--- config.mk ---
export PLATFORM = sky130hd
export DESIGN_NAME = apb_cmd_master
export DESIGN_NICKNAME = d
export VERILOG_FILES = /design/src/rtl/apb_cmd_master.sv
export SDC_FILE = /design/constraint.sdc
export NUM_CORES = 1
export LEC_CHECK = 0
export CAP_MARGIN = 20
export CORE_ASPECT_RATIO = 1.2
export CORE_MARGIN = 10
export CORE_UTILIZATION = 35
export CTS_CLUSTER_DIAMETER = 40
export DETAILED_ROUTE_END_ITERATION = 8
export PLACE_DENSITY = 0.76
export SLEW_MARGIN = 5
export SYNTH_ARGS = -nofsm -noshare
export SYNTH_HDL_FRONTEND = slang
export SYNTH_SLANG_ARGS = --single-unit
--- constraint.sdc ---
create_clock -name clk -period 2.3 [get_ports clk]
set_clock_uncertainty 0.05 [all_clocks]
set_input_delay 0.69 -clock clk [delete_from_list [all_inputs] [get_ports clk]]
set_output_delay 0.69 -clock clk [all_outputs]
set_load 0.01 [all_outputs]
--- src/rtl/apb_cmd_master.sv ---
// Single-outstanding APB requester: valid/ready command in, SETUP/ACCESS
// transfer out, valid/ready response back, with an ACCESS-phase timeout.
module apb_cmd_master #(
  parameter int ADDR_W  = 32,
  parameter int DATA_W  = 32,
  parameter int TIMEOUT = 255
) (
  input  logic              clk,
  input  logic              rst_n,
  input  logic              cmd_valid,
  output logic              cmd_ready,
  input  logic [ADDR_W-1:0] cmd_addr,
  input  logic              cmd_write,
  input  logic [DATA_W-1:0] cmd_wdata,
  output logic              rsp_valid,
  input  logic              rsp_ready,
  output logic [DATA_W-1:0] rsp_rdata,
  output logic              rsp_err,
  output logic              rsp_timeout,
  output logic              apb_psel,
  output logic              apb_penable,
  output logic              apb_pwrite,
  output logic [ADDR_W-1:0] apb_paddr,
  output logic [DATA_W-1:0] apb_pwdata,
  input  logic              apb_pready,
  input  logic [DATA_W-1:0] apb_prdata,
  input  logic              apb_pslverr
);

  typedef enum logic [1:0] {
    IDLE,
    SETUP,
    ACCESS,
    RESP
  } state_e;

  localparam int CW = (TIMEOUT > 0) ? $clog2(TIMEOUT + 1) : 1;
  localparam int LAST = (TIMEOUT > 0) ? TIMEOUT - 1 : 0;
  localparam logic [CW-1:0] CNT_LAST = CW'(LAST);
  localparam logic [CW-1:0] CNT_MAX = '1;
  localparam logic TO_EN = (TIMEOUT > 0);

  state_e            state_q, state_d;
  logic              up_q;
  logic [ADDR_W-1:0] addr_q, addr_d;
  logic              write_q, write_d;
  logic [DATA_W-1:0] wdata_q, wdata_d;
  logic [CW-1:0]     cnt_q, cnt_d;
  logic [DATA_W-1:0] rdata_q, rdata_d;
  logic              err_q, err_d;
  logic              to_q, to_d;

  always_ff @(posedge clk or negedge rst_n) begin
    if (!rst_n) begin
      state_q <= IDLE;
      up_q    <= 1'b0;
      addr_q  <= '0;
      write_q <= 1'b0;
      wdata_q <= '0;
      cnt_q   <= '0;
      rdata_q <= '0;
      err_q   <= 1'b0;
      to_q    <= 1'b0;
    end else begin
      state_q <= state_d;
      up_q    <= 1'b1;
      addr_q  <= addr_d;
      write_q <= write_d;
      wdata_q <= wdata_d;
      cnt_q   <= cnt_d;
      rdata_q <= rdata_d;
      err_q   <= err_d;
      to_q    <= to_d;
    end
  end

  always_comb begin
    state_d = state_q;
    addr_d  = addr_q;
    write_d = write_q;
    wdata_d = wdata_q;
    cnt_d   = cnt_q;
    rdata_d = rdata_q;
    err_d   = err_q;
    to_d    = to_q;
    unique case (state_q)
      IDLE: begin
        if (cmd_valid && up_q) begin
          addr_d  = cmd_addr;
          write_d = cmd_write;
          wdata_d = cmd_write ? cmd_wdata : '0;
          state_d = SETUP;
        end
      end
      SETUP: begin
        cnt_d   = '0;
        state_d = ACCESS;
      end
      ACCESS: begin
        if (apb_pready) begin
          rdata_d = write_q ? '0 : apb_prdata;
          err_d   = apb_pslverr;
          to_d    = 1'b0;
          state_d = RESP;
        end else if (TO_EN && cnt_q == CNT_LAST) begin
          rdata_d = '0;
          err_d   = 1'b1;
          to_d    = 1'b1;
          state_d = RESP;
        end else if (cnt_q != CNT_MAX) begin
          cnt_d = cnt_q + CW'(1);
        end
      end
      RESP: begin
        if (rsp_ready) state_d = IDLE;
      end
      default: state_d = IDLE;
    endcase
  end

  // up_q keeps cmd_ready low while reset is held
  assign cmd_ready   = up_q && (state_q == IDLE);
  assign apb_psel    = (state_q == SETUP) || (state_q == ACCESS);
  assign apb_penable = (state_q == ACCESS);
  assign rsp_valid   = (state_q == RESP);
  assign apb_pwrite  = write_q;
  assign apb_paddr   = addr_q;
  assign apb_pwdata  = wdata_q;
  assign rsp_rdata   = rdata_q;
  assign rsp_err     = err_q;
  assign rsp_timeout = to_q;

endmodule

==> results.md <==
* Status: completed
* Most frequent cells in the layout: 201 x clkdlybuf4s50_1, 110 x dfrtp_1, 67 x nand2_1, 35 x o21ai_0, 35 x mux2_2
* Worst Setup Start Kind: flop
* Post-CTS Setup Bufs at 0
* Placed Area at 6720 um^2
* Comb pwr share at 44.3%
* Crit Path Category: reg -> out
* Final worst slack at 71.4 ps
* Hpwl dp at 10200 um
* Chip width at 122 um
* CTS max path bufs at 2
* Vias in the first global route at 3765
* Asr flop ratio synth at 100%
* Largest net degree at the start of global routing at 66
* Fin Setup TNS at 0 ps
* Top_reg_cell synth: dfrtp_1
* Slew Viols, Final at 0
* Overall Global Routing Usage at 14.5%
* RSZ-0062 raised after global routing: no
* Hold Fails Final Rpt at 0
* Routed Antenna Nets at 0
* Number of setup violations in the final report at 0
* Net Switching at 0.00273 W
* DR iter-0 viols at 134
* Max_cap viols at 0
* WL/cell at 17.9 um
* Synth warn at 0
* Die Ht at 143 um
* Total grt overflow at 0
* Mapped cell area at 4400 um^2
* Critical path peak fanout at 4
* Reg2Reg Launch Point: cnt_q[0]
* DR pass1 iterations at 4
* H-tree Lvls at 3
* Crit path time final at 2230 ps
* Placeable Area at 12200 um^2
* Number of synthesized flops with an enable pin at 0
* Root buf cell: clkbuf_16
* Clock power share at 18.7%
* Place WS at 81.9 ps
* Ant diodes at 0
* Initial core utilization at 36.0%
* DRC at 0
* First-pass GRT wire length at 20100 um
* Cell-internal power at 0.00598 W
* Total die area at 17500 um^2
* Worst setup EP type: primary output
* Leak at 3.08 nW
* Synth Net Count at 470
* IO Count at 206
* Post-synthesis sequential area ratio at 62.6%
* TritonCTS Sinks at 110
* Num CTS Buffers at 9
* Critical path arrival at 1490 ps
* Nets at 675
* Synth unique cells at 41
* WP data required at 1560 ps
* FF+latch count, synth at 110
* Final wirelength at 13100 um
* Min-delay worst type: in -> async
* Commonest non-fill, non-tap cell in the layout: clkdlybuf4s50_1
* Syn Inst Count at 361
* Gpl congestion at 0.834
* Final Cycle Share at 96.9%
* CTS tree: built
* Power Density at 1240 nW/um^2
* PortBufs at 205
* Reg power frac at 37.0%
* Maximum VDD drop at 0.561 mV
* Post-Layout Inst Area at 7030 um^2
* Worst skew pair latency at 340 ps
* Via density per instance at 4.79
* Syn avg cell area at 12.2 um^2
* Core Rows at 44
* Tot Pwr at 0.00870 W
* Fmax at 449 MHz
* Sw frac at 31.3%
* Initial antenna violation count at 0
* R2r setup slk at 420 ps
* CP Launch Point: state_q[1]
* Synthesis-to-finish area growth at 60.0%
* Via count at 3507
* Share of cells above drive strength 1 at 12.6%
* Reg clk slew, reported paths at 70 ps
* Hold buffers post-CTS at 0
[worst max-delay path: stages (launching register included)]
cell and delay, ps:
dfrtp_1 420, inv_1 110, ha_1 210, and2_4 170, clkdlybuf4s15_1 240
[worst paths after layout]
kind                                   to  cells past startpoint
max                             cmd_ready                      4
min                              cnt_q[6]                      1
max reg2reg                 rsp_rdata[28]                      7
min reg2reg                apb_pwdata[28]                      2
max in group asynchronous   apb_paddr[20]                      2
min in group clk           apb_pwdata[28]                      2
[synthesized netlist by cell type (2+ instances only)]
cell / number / area [um^2]
buf_2: 6 / 30.0
o21ai_0: 35 / 175
dfrtp_1: 110 / 2750
a31oi_1: 2 / 12.5
nand2_1: 68 / 255
ha_1: 6 / 75.1
nor2_1: 5 / 18.8
a22o_1: 32 / 280
nor3b_1: 2 / 15.0
a21oi_1: 7 / 35.0
inv_1: 8 / 30.0
clkbuf_1: 14 / 52.6
mux2_2: 35 / 394
o21a_1: 3 / 22.5
nand4_1: 2 / 12.5
[registers in the layout, summed over array words and instances, names as in the netlist]
name,count
up_q,1
rsp_timeout,1
rsp_rdata,32
cnt_q,8
apb_pwdata,32
state_q,2
apb_pwrite,1
rsp_err,1
apb_paddr,32
[power groups by stage]
stage	sequential (W)	clock [W]	combinational, W
CTS	0.00323	0.00167	0.00394
detailed placement	0.00326	0	0.00393
global route	0.00333	0.00173	0.00416
floorplan	0.00359	0	0.00119
finish	0.00322	0.00163	0.00385
global placement	0.00320	0	0.00387
[per-layer routing]
| layer | GRT usage [%] | vias to the layer above | wire [um] |
|---|---|---|---|
| met5 | 0 | - | 0 |
| met3 | 6.43 | 13 | 1520 |
| met4 | 4.84 | 0 | 201 |
| met2 | 24.2 | 149 | 6340 |
| li1 | - | 1666 | - |
| met1 | 16.1 | 1679 | 5040 |
[timing repair]
action                                 CTS  global route
endpoints found under the hold margin    0             0
setup endpoints to repair                3             1
gates resized for setup                  4             1
pin swaps                                0             0
[through the flow]
step	hold WS, ps	cells	utilization (%)
after floorplan	344	361	-
after global placement	411	716	55.0
after detailed placement	420	716	55.0
after CTS	170	732	57.5
after global routing	184	732	57.6
final	174	732	57.6
[cell type report]
cell class              count  area (um^2)
fillers                  1033         5190
flip-flops and latches    110         2750
multi-input cells         221         1530
well taps                 161          201
inverters                   8         30.0
repair buffers            216         2200
clock inverters             6         86.3
clock buffers              10          229
[kinds of logic (layout without fill, tap and decap cells)]
group | count (synthesis) | count (layout) | share of synthesized area, %
fa+ha+maj | 6 | 6 | 1.71
buf+inv | 30 | 240 | 2.96
flops | 110 | 110 | 62.6
other cells | 1 | 1 | 0.0853
xor+xnor | 2 | 2 | 0.398
compound gates | 89 | 89 | 14.4
simple gates | 87 | 87 | 8.68
mux | 36 | 36 | 9.19
No activity file was read; power rests on OpenSTA's default activity.
==> variant 1, RTL diff (same flow settings) <==
Set the parameter `ADDR_W` to 48 (it was 32).
--- a/src/rtl/apb_cmd_master.sv
+++ b/src/rtl/apb_cmd_master.sv
@@ -1,7 +1,7 @@
 // Single-outstanding APB requester: valid/ready command in, SETUP/ACCESS
 // transfer out, valid/ready response back, with an ACCESS-phase timeout.
 module apb_cmd_master #(
-  parameter int ADDR_W  = 32,
+  parameter int ADDR_W  = 48,
   parameter int DATA_W  = 32,
   parameter int TIMEOUT = 255
 ) (
Interface: changed (resized apb_paddr and cmd_addr); port bits go from 206 to 238. No check against the original RTL was run, so the function may have changed too.
==> variant 1 against the original RTL <==
Power rose by 25%. Register-to-register slack improved by 0.03 ns. First-iteration DRC count rose by 9.7%. Sequential power rose by 16%. Maximum frequency rose by 0.33%. Sequential cell count rose by 16. Setup slack improved by 0.0074 ns. Synthesized area rose by 14%. Utilization rose by 1.7 points. Cell area rose by 17%. Routed wire length rose by 18%. Highest routed layer unchanged.
==> variant 1: results (changes against the original RTL) <==
Cells and area
  – Share of layout cells above drive strength 1: 0.149 (+0.0226)
  – Max reg flops: 48
  – Layout Nets: 773 (+15%)
  – ANT cells: 0 (unchanged)

Synthesis
  – Synth cell count leaders: dfrtp_1 (126), nand2_1 (70), mux2_2 (49)
  – Register area share after synthesis: 0.632 (+0.00551)
  – Asr flop ratio synth: 1.00 (unchanged)
  – Yosys warns: 0 (unchanged)
  – Netlist cell types: 35 (-15%)
  – Synth top area cells: dfrtp_1 (63%), mux2_2 (11%), a22o_1 (5.8%)
  – Synth area leader: dfrtp_1
  – Mean Syn Cell Area: 12.3 µm² (+0.96%)
  – Syn_nets: 531 (+13%)

Clocking
  – TritonCTS Buffers: 17 (+8)
  – Clock Pin Slew Worst Setup and Hold Paths: 0.05 ns (-0.02 ns)
  – Root buf cell: clkbuf_16
  – H-tree Lvls: 4 (+1)
  – Clock Path Buffers: 2 (unchanged)
  – Worst-Skew Late Latency: 0.40 ns (+0.06 ns)

Worst setup path
  – CP max stage delay: 0.40 ns (-0.02 ns)
  – Crit path max-delay cell type: dfrtp_1
  – Worst Path Max Fanout: 3 (-1)
  – Crit path max-delay family: flip-flops
  – Worst EP arrival: 1.48 ns

Route
  – 1st-iter DRT viols: 147 (+9.7%)
  – Via Count: 4,071 (+16%)
  – Final WL: 15,500 µm (+18%)
  – Drt first pass iters: 4 (unchanged)
  – Vias/cell: 4.90 (+2.4%)

Placed design
  – Dpl cells: 799 (+12%)
  – IO buf count: 237 (+16%)
  – HPWL Detailed: 11,700 µm (+15%)
  – GPL Wtd Cong: 0.761 (-8.8%)

GRT
  – Initial antenna violation count: 0 (unchanged)
  – First-pass GRT wire length: 24,400 µm (+22%)
  – Vias in the first global route: 4,524 (+20%)
  – Largest net degree at the start of global routing: 123 (+86%)
  – Total grt overflow: 0 (unchanged)
  – Gr usage total: 0.161 (+0.0159)

Min path
  – Hold crit path type: primary input to async pin

Timing
  – Slew at the pin with the worst max-slew slack: approximately 0.67 ns

Power and ir drop
  – Peak supply drop: 0.000632 V (+12%)
  – Pleak: 3.66 nW (+19%)

Run status
  – Status: complete, no violations
## variant 1: changes by cell type after synthesis, moves of 2 or more
cell     change
nor3_1       +3
buf_1        +2
nor2_1       +3
nand2_1      +2
o21a_1       -3
a21oi_1      +2
buf_2        +5
dfrtp_1     +16
mux2_2      +14
a21o_1       +3
nand3_1      +2
## variant 1: area by class of cell
type | count | area [µm²]
Clock buffer | 24 | 492
Clock inverter | 6 | 108
Fill cell | 1135 | 5650
Inverter | 8 | 30.0
Multi-Input combinational cell | 245 | 1710
Sequential cell | 126 | 3150
Tap cell | 171 | 214
Timing Repair Buffer | 250 | 2530
## variant 1: layer usage
layer  vias to the layer above  track usage  part of all wire
li1                       1896            -                 -
met1                      1970        0.165              0.37
met2                       180        0.274              0.50
met3                        25       0.0797              0.11
met4                         0       0.0666             0.020
met5                         -            0                 0
## variant 1: cell families (layout without fill, tap and decap cells)
logic type      Yosys count  count (layout)  synth area share
compound gates           88              88             0.120
xor+xnor                  2               2           0.00351
fa+ha+maj                 6               6            0.0150
buf+inv                  35             288            0.0298
flops                   126             126             0.632
mux                      52              52             0.118
other cells               1               1          0.000751
simple gates             96              96            0.0822
## variant 1: metrics by stage
step                instance area (µm²)  hold slack (ns)   util  total power, mW  worst slack, ns
finish                             8230           0.0303  0.593             10.9           0.0788
global route                       8230           0.0132  0.593             11.6          0.00823
CTS                                8230          0.00896  0.593             11.1           0.0312
detailed placement                 7620            0.419  0.549             8.29           0.0985
global placement                   7620            0.411  0.549             8.14            0.127
floorplan                          4990            0.344      -             5.48            0.440
## variant 1: report_power, final
group          internal (mW)  switching, mW  total [mW]
Clock                   1.80          0.902        2.70
Sequential              3.19          0.540        3.73
Combinational           2.63           1.84        4.48
Total                   7.63           3.29        10.9
## variant 1: repair_timing
| item | CTS | global route |
|---|---|---|
| gates resized for setup | 7 | 3 |
| buffers inserted | 1 | 0 |
| setup endpoints to repair | 4 | 2 |
| cloned | 0 | 0 |
## variant 1: worst paths after layout
path	start	endpoint	slack [ns]	depth (start not counted)
min in group clk	apb_pwdata[14]	apb_pwdata[14]	0.42	2
worst min register to register	apb_pwdata[14]	apb_pwdata[14]	0.42	2
worst max register to register	cnt_q[0]	rsp_rdata[17]	0.45	7
worst max-delay path	state_q[0]	apb_psel	0.08	3
max in group asynchronous	rst_n	apb_paddr[38]	1.31	2
worst min-delay path	rst_n	rsp_rdata[30]	0.03	1
==> variant 2, RTL diff (config.mk and constraints unchanged) <==
Without the edit above. Re-encode `state_e` (4 states) as one-hot, 4 bits wide.
--- a/src/rtl/apb_cmd_master.sv
+++ b/src/rtl/apb_cmd_master.sv
@@ -27,11 +27,11 @@
   input  logic              apb_pslverr
 );
 
-  typedef enum logic [1:0] {
-    IDLE,
-    SETUP,
-    ACCESS,
-    RESP
+  typedef enum logic [3:0] {
+    IDLE   = 4'b0001,
+    SETUP  = 4'b0010,
+    ACCESS = 4'b0100,
+    RESP   = 4'b1000
   } state_e;
 
   localparam int CW = (TIMEOUT > 0) ? $clog2(TIMEOUT + 1) : 1;
Check against the original RTL: same outputs for any inputs over 4 cycles, from zero or initial values and one cycle with rst_n low; so few cycles prove little.
==> variant 2 against the original RTL <==
The run now ends with setup timing left. Die area up 1.2%. Cell area about the same. Setup slack worse by 0.086 ns. Power down 30%. Routed wire length up 5.4%. Register-to-register slack worse by 0.14 ns. Synthesized area up 1.4%. Critical path type unchanged. Non-clock buffer count up 7. Sequential cell count up 2. Count of clock-buffer cells in the layout up 2.
==> variant 2: results (changes against the original RTL) <==
Synthesis
  – Syn_nets: 544 (+16%)
  – Compound-gate portion of the synthesized area: 0.104 (-0.0393)
  – Mean Syn Cell Area: 10.2 µm² (-17%)
  – Primary FF master, synth: dfrtp_1
  – Asr flop ratio synth: 1.00 (unchanged)
  – Synth cell count leaders: nand2_1 (169), dfrtp_1 (111), nand3_1 (35)
  – Netlist cell types: 39 (-4.9%)
  – Yosys warns: 0 (unchanged)
  – Post-synthesis xor/xnor area fraction: 0.00197 (-0.00202)
  – Synth top area cells: dfrtp_1 (62%), nand2_1 (14%), a22o_1 (6.3%)
  – Mux cell area share after synthesis: 0.00253 (-0.0894)
  – Register area share after synthesis: 0.629 (+0.00307)
  – Area share of fa/ha/maj cells after synthesis: 0.00561 (-0.0115)

Worst setup path
  – Worst Path Max Fanout: 3 (-1)
  – Worst EP arrival: 1.57 ns (+0.08 ns)

Min path
  – Hold crit path type: primary input to async pin

GRT
  – Initial antenna violation count: 1 (+1)
  – Gr usage total: 0.155 (+0.00984)
  – Largest net degree at the start of global routing: 113 (+71%)
  – Vias in the first global route: 4,249 (+13%)
  – First-pass GRT wire length: 21,600 µm (+7.8%)

Clocking
  – Clock Pin Slew Worst Setup and Hold Paths: 0.07 ns (about the same)
  – TritonCTS Buffers: 9 (unchanged)
  – Root buf cell: clkbuf_16
  – Worst-Skew Late Latency: 0.34 ns (about the same)
  – H-tree Lvls: 3 (unchanged)
  – Clock Path Buffers: 2 (unchanged)
  – Postcts setup bufs: 0 (unchanged)

Route
  – Drt first pass iters: 5 (+1)
  – 1st-iter DRT viols: 223 (+66%)
  – Via Count: 3,963 (+13%)
  – Per-cell routed wire length: 17.0 µm (-5.2%)

Timing
  – Final setup viols: 1 (+1)
  – Setup WS post-layout: -0.0146 ns (-0.0860 ns)
  – Sum Neg Setup Slack: -0.0146 ns (-0.0146 ns)
  – Worst rel slew slack: 0.557

Placed design
  – Placed Instance Area: 6750 µm² (+0.50%)
  – GPL Wtd Cong: 0.868 (+4.0%)
  – Post-place setup slack: -0.123 ns (-0.205 ns)
  – IO buf count: 205 (unchanged)
  – HPWL Detailed: 10,400 µm (+2.4%)
  – Dpl cells: 798 (+11%)

Cells and area
  – Non-Filler Instances: 814 (+11%)
  – Final Util: 0.560 (-0.0154)
  – ANT cells: 0 (unchanged)
  – Filler cell count: 1,089 (+5.4%)
  – Layout Nets: 750 (+11%)
  – Share of layout cells above drive strength 1: 0.0692 (-0.0569)

Run status
  – Failing checks: setup timing
  – Status: finished, violations left

Power and ir drop
  – Peak supply drop: 0.000456 V (-19%)
  – Pleak: 3.27 nW (+6.2%)
-- variant 2: routing by layer --
layer,GRT usage,wire (µm)
met1,0.160,5150
met2,0.261,6650
met3,0.0816,1680
met4,0.0552,321
met5,0,13
-- variant 2: repair_timing --
item,in CTS,in global routing
gates cloned,0,0
endpoints found under the setup margin,4,2
pin swaps,1,0
hold buffers,0,0
gates resized for setup,12,3
-- variant 2: logic make-up (layout without fill, tap and decap cells) --
logic type	Yosys count	after routing
buffers and inverters	31	242
and+or+nand+nor	231	231
other	1	1
adders and majority gates	2	2
muxes	1	1
xor gates and xnor gates	1	1
DFF	112	112
AOI/OAI and AO/OA	60	60
-- variant 2: worst paths after layout --
| kind | cells after the start | from | slack (ns) | end |
|---|---|---|---|---|
| setup reg to reg | 6 | state_q[0] | 0.28 | apb_pwdata[14] |
| hold reg to reg | 2 | apb_pwdata[4] | 0.41 | apb_pwdata[4] |
| min in group clk | 2 | apb_pwdata[4] | 0.41 | apb_pwdata[4] |
| max in group asynchronous | 2 | rst_n | 1.32 | rsp_rdata[3] |
| hold / removal | 2 | rst_n | 0.31 | rsp_rdata[10] |
| setup / recovery | 3 | state_q[0] | -0.01 | cmd_ready |
-- variant 2: critical path, cell delays in order (launching register included) --
cell,delay [ns]
dfstp_2,0.53
or3b_4,0.39
nor3b_2,0.15
buf_2,0.16
-- variant 2: layout make-up --
cell class / count / share of cell area
Clock buffer: 12 / 0.0350
Timing Repair Buffer: 223 / 0.316
Multi-Input combinational cell: 296 / 0.215
Clock inverter: 4 / 0.00409
Sequential cell: 112 / 0.399
Inverter: 3 / 0.00160
Tap cell: 164 / 0.0292
-- variant 2: power by group --
group          internal (mW)  switching [mW]  leakage [nW]
Sequential              2.42           0.250          1.46
Combinational           1.13           0.837          1.68
Clock                  0.768           0.683         0.129
